File: config.mk
export PLATFORM = sky130hd
export DESIGN_NAME = bs_param
export DESIGN_NICKNAME = d
export VERILOG_FILES = /design/src/rtl/bs_param.sv
export SDC_FILE = /design/constraint.sdc
export NUM_CORES = 1
export LEC_CHECK = 0
export BUFFER_PORTS_ARGS = -buffer_cell sky130_fd_sc_hd__buf_4
export CORE_MARGIN = 5
export CORE_UTILIZATION = 45
export CTS_BUF_LIST = sky130_fd_sc_hd__clkbuf_2 sky130_fd_sc_hd__clkbuf_4 sky130_fd_sc_hd__clkbuf_8
export CTS_CLUSTER_DIAMETER = 50
export DETAILED_ROUTE_END_ITERATION = 8
export PLACE_DENSITY = 0.6
export SLEW_MARGIN = 20
export SYNTH_ARGS = -nofsm -noshare
export SYNTH_HDL_FRONTEND = slang
export SYNTH_SLANG_ARGS = --single-unit
File: constraint.sdc
create_clock -name clk -period 4.4 [get_ports clk]
set_clock_uncertainty 0.15 [all_clocks]
set_input_delay 0.22 -clock clk [delete_from_list [all_inputs] [get_ports clk]]
set_output_delay 0.22 -clock clk [all_outputs]
set_load 0.005 [all_outputs]
File: src/rtl/bs_param.sv
// bs_param: binary-search engine over a private sorted lookup memory.
// Memory depth is 2**ADDR_W words of DATA_W bits, loaded through a write
// port while the engine is not busy. Reads are synchronous (1-cycle), so
// every probe is a READ/CMP state pair.
// Optional macro LOWEST_MATCH_EN: keep searching after a hit so that Loc
// ends up at the lowest index holding the key (default: stop on first hit).
module bs_param #(
    parameter int DATA_W = 8,
    parameter int ADDR_W = 5
) (
    input  logic              clk,
    input  logic              Reset,
    input  logic              Start,
    input  logic [DATA_W-1:0] A,
    input  logic              wr_en,
    input  logic [ADDR_W-1:0] wr_addr,
    input  logic [DATA_W-1:0] wr_data,
    output logic              Busy,
    output logic              Done,
    output logic              Found,
    output logic [ADDR_W-1:0] Loc
);

    localparam int DEPTH = 2 ** ADDR_W;
    localparam logic [ADDR_W:0] RIGHT_INIT = (ADDR_W + 1)'(DEPTH - 1);
    localparam logic [ADDR_W:0] ONE = (ADDR_W + 1)'(1);

    typedef enum logic [1:0] {
        S_IDLE = 2'd0,
        S_READ = 2'd1,
        S_CMP  = 2'd2,
        S_DONE = 2'd3
    } state_t;

    state_t state, state_nxt;

    logic [DATA_W-1:0] mem [DEPTH];
    logic [DATA_W-1:0] rd_data;
    logic [DATA_W-1:0] key;
    logic [ADDR_W:0]   left, right, mid;
    logic [ADDR_W+1:0] sum;
    logic              found_q;
    logic [ADDR_W-1:0] loc_q;
    logic              accept, eq, lt, at_left, at_right;

    // Pointers are ADDR_W+1 bits; the sum gets one more bit so the midpoint never wraps.
    assign sum      = {1'b0, left} + {1'b0, right};
    assign mid      = sum[ADDR_W+1:1];
    assign accept   = (state == S_IDLE) && Start;
    assign eq       = (key == rd_data);
    assign lt       = (key < rd_data);
    assign at_left  = (mid == left);
    assign at_right = (mid == right);

    // State register; reset aborts any search in flight.
    always_ff @(posedge clk or posedge Reset) begin
        if (Reset) state <= S_IDLE;
        else       state <= state_nxt;
    end

    // Next-state logic.
    always_comb begin
        state_nxt = state;
        case (state)
            S_IDLE: if (Start) state_nxt = S_READ;
            S_READ: state_nxt = S_CMP;
            S_CMP: begin
                if (eq) begin
`ifdef LOWEST_MATCH_EN
                    state_nxt = at_left ? S_DONE : S_READ;
`else
                    state_nxt = S_DONE;
`endif
                end else if (lt) begin
                    state_nxt = at_left ? S_DONE : S_READ;
                end else begin
                    state_nxt = at_right ? S_DONE : S_READ;
                end
            end
            S_DONE: if (!Start) state_nxt = S_IDLE;
            default: state_nxt = S_IDLE;
        endcase
    end

    // Output decode from the current state.
    always_comb begin
        Busy = (state == S_READ) || (state == S_CMP);
        Done = (state == S_DONE);
    end

    assign Found = found_q;
    assign Loc   = loc_q;

    // Search datapath: key capture, window narrowing and result recording.
    always_ff @(posedge clk or posedge Reset) begin
        if (Reset) begin
            key     <= '0;
            left    <= '0;
            right   <= '0;
            found_q <= 1'b0;
            loc_q   <= '0;
        end else if (accept) begin
            key     <= A;
            left    <= '0;
            right   <= RIGHT_INIT;
            found_q <= 1'b0;
            loc_q   <= '0;
        end else if (state == S_CMP) begin
            if (eq) begin
                found_q <= 1'b1;
                loc_q   <= mid[ADDR_W-1:0];
`ifdef LOWEST_MATCH_EN
                // Keep looking left of the hit for a lower duplicate.
                if (!at_left) right <= mid - ONE;
`endif
            end else if (lt) begin
                if (!at_left) right <= mid - ONE;
            end else begin
                if (!at_right) left <= mid + ONE;
            end
        end
    end

    // Lookup memory: loads only while idle/done, registered read of mid in S_READ.
    always_ff @(posedge clk) begin
        if (wr_en && !Busy) mem[wr_addr] <= wr_data;
        if (state == S_READ) rd_data <= mem[mid[ADDR_W-1:0]];
    end

endmodule

==> run_results.csv <==
group,metric,value,unit
sta,worst_slack,0.526,ns
placement,preCtsSetupSlack,0.614,ns
final_layout,num_antenna_cells,0,
sta,setup_tns,0,ns
clocking,cts_setup_buffers,0,
synth,synthAdderAreaFrac,0.0201,
synth,synthMuxAreaShare,0.0534,
final_layout,fill_cells,2543,
critical_path,worst_ep_required_time,4.55,ns
sta,rsz0062_at_grt,"false",
floorplan,die_w,183,um
global_route,grt_pass1_wl,58300,um
clocking,cts_tree,"built",
global_route,gr-total-overflow,0,
final_layout,num-nets-final,1170,
sta,worstMarginPinSlew,1.06,ns
global_route,grt_usage,0.230,
routing,drc,0,
synth,ys.warnings.count,0,
critical_path,cp_data_arrival_time,4.02,ns
critical_path,cp-end-kind,"flop",
critical_path,cpMostUsedCell,"nor2_1",
synth,yosysTopAreaCell,"edfxtp_1",
synth,synth_xor_area_frac,0.0161,
synth,synth_top_area_share,0.589,
critical_path,cp-start-kind,"flop",
floorplan,initial_core_util,0.455,
routing,wl_per_cell,25.2,um
synth,synth_area,13500,um2
synth,synthCells,1053,
critical_path,cpMaxStageDelayCell,"fa_2",
routing,wl,38900,um
global_route,grt_max_degree,43,
global_route,grt_pass1_vias,9138,
hold_path,hp-class,"in2async",
synth,ys_ff_latch,292,
routing,drt_iter0_markers,1204,
sta,setup_viol,0,
routing,drtAntennaViolNets,0,
clocking,cts_sinks,292,
sta,finalCriticalPeriod,3.87,ns
sta,drv_slew,0,
synth,postSynthAreaPerCell,12.8,um2
synth,synth_top_family_by_area,"compound AO/OA/AOI/OAI gates",
synth,async_flop_share,0.0959,
routing,via_per_inst,6.16,
flow_run,drv_cap,0,
synth,synth_nets,1099,
synth,synth_compound_area_frac,0.123,
synth,synth-seq-area-share,0.641,
clocking,cts_max_path_buffers,3,
floorplan,die_h,183,um
floorplan,pin_count,33,
sta,finalCritPeriodShare,0.880,
routing,dr.pass1.iters,7,
critical_path,max_stage_delay,0.84,ns
sta,hold_violations,0,
floorplan,row_count,63,
sta,fmax,0.258,GHz
clocking,clkTransAtPathRegs,0.06,ns
floorplan,die-area,33500,um2
synth,synth_cell_types,82,
clocking,cts_root_buf,"clkbuf_8",
clocking,cts_max_level,2,
final_layout,syn2layout_area_growth,14.5,%
final_layout,final_layout_size_suffix_gt1_frac,0.163,
critical_path,cp_cell_sequence,"and2_1, fa_2, clkinv_1, nor2_1, buf_4, a221oi_1, nor2_1, a31oi_1, a21oi_1, o31ai_1",
critical_path,worstSetupPathType,"reg2reg",
global_route,antenna_found_initial,0,
synth,synth-edff-count,264,
synth,synthSimpleGateAreaFrac,0.119,
placement,port_buffers,32,
critical_path,crit_fanout,20,
floorplan,design.core.area,29600,um2
sta,timing.slew.headroom,0.293,
placement,hpwl,26200,um
clocking,worst_skew_pair.late_latency,0.57,ns
placement,gp_congestion,0.950,
synth,synthTopCellsByArea,"edfxtp_1, dfrtp_1, mux2i_1, nand2_1, ha_1",
synth,synth_ff_type,"edfxtp_1",
clocking,cts_buffers,49,
run_status,outcome,"finished, final reports clean",
routing,num_vias,9523,
-- cell usage in the layout (no fill, tap or decap), types with 7 or more instances in the layout --
cell | netlist | final
edfxtp_1 | 264 | 264
dlygate4sd3_1 | 0 | 18
ha_1 | 20 | 19
inv_1 | 18 | 17
nand4_1 | 27 | 27
a221oi_1 | 13 | 13
clkbuf_4 | 0 | 14
nor3_1 | 17 | 17
buf_4 | 2 | 66
and3_1 | 17 | 17
a211oi_1 | 12 | 12
nand2_1 | 123 | 123
a31oi_1 | 30 | 30
clkbuf_8 | 0 | 53
nor2_1 | 56 | 56
a311oi_1 | 9 | 9
o221ai_1 | 7 | 7
clkinv_1 | 1 | 10
nor4_1 | 13 | 13
nand3_1 | 46 | 46
a21oi_1 | 45 | 45
xnor2_1 | 12 | 11
mux2_2 | 12 | 12
mux2i_1 | 47 | 47
o21ai_0 | 41 | 41
dfrtp_1 | 28 | 28
-- registers in the layout, indices dropped and copies added (netlist names) --
| register | count |
|---|---|
| rd_data | 8 |
| Loc | 5 |
| Found | 1 |
| mem | 256 |
| right | 6 |
| key | 8 |
| state | 2 |
| left | 6 |
-- final timing paths --
kind	startpoint	slack, ns	cells after the start	to
setup / recovery	left[0]	0.53	10	rd_data[6]
hold / removal	Reset	0.13	3	Found
setup reg to reg	left[0]	0.53	10	rd_data[6]
hold reg to reg	key[4]	0.35	2	key[4]
max in group asynchronous	Reset	3.56	3	right[3]
min in group clk	wr_addr[2]	0.20	3	mem[7][2]
-- stage by stage --
stage	hold slack, ns	instance area (um2)	instances	utilization
after CTS	0.146	15400	1546	0.521
after detailed placement	0.196	14300	1445	0.482
after global placement	0.271	14300	1445	0.482
final	0.130	15400	1546	0.521
after global routing	0.180	15400	1546	0.521
after floorplan	0.135	13500	1053	-
-- cells in the mapped netlist, types with 13 or more instances --
cell and number:
a21oi_1 45, a31oi_1 30, a221oi_1 13, edfxtp_1 264, mux2i_1 47, clkbuf_1 38, nor4_1 13, nor3_1 17
nand4_1 27, o21ai_0 41, inv_1 18, ha_1 20, buf_2 18, nor2_1 56, and3_1 17, nand3_1 46
dfrtp_1 28, nand2_1 123
-- worst max-delay path, delay by kind of cell (launching register included) --
kind / cells / cell delay (ns)
flip-flops: 1 / 0.43
AO/OA/AOI/OAI: 4 / 0.62
buffers and inverters: 2 / 0.71
adder cells (fa/ha/maj): 1 / 0.84
AND/OR/NAND/NOR: 3 / 0.85
-- kinds of logic after synthesis --
kind of cell / after synthesis
simple gates: 333
flops: 292
compound gates: 236
buf+inv: 87
mux: 64
fa+ha+maj: 21
xor+xnor: 20
-- layer usage --
metal / wire length [um] / track usage / share of wire / vias up
met3: 3750 / 0.0428 / 0.096 / 82
met1: 16700 / 0.336 / 0.43 / 4703
met2: 17400 / 0.355 / 0.45 / 496
met4: 1120 / 0.0650 / 0.029 / 0
met5: 0 / 0 / 0 / -
li1: - / - / - / 4242
-- final cells by class --
class / count / area (um2) / share of cell area
well taps: 390 / 488 / 0.0317
repair buffers: 87 / 736 / 0.0478
flip-flops and latches: 292 / 8630 / 0.560
clock buffers: 67 / 835 / 0.0542
multi-input cells: 674 / 4510 / 0.293
clock inverters: 16 / 130 / 0.00845
inverters: 20 / 75.1 / 0.00487
-- timing repair --
| action | CTS | global route |
|---|---|---|
| hold buffers | 18 | 0 |
| hold endpoints to repair | 294 | 0 |
| resized for setup | 0 | 0 |
Power is left out: the tool's default activity adds up to more than one toggle a clock period on the data nets, which glitch-free logic cannot reach.
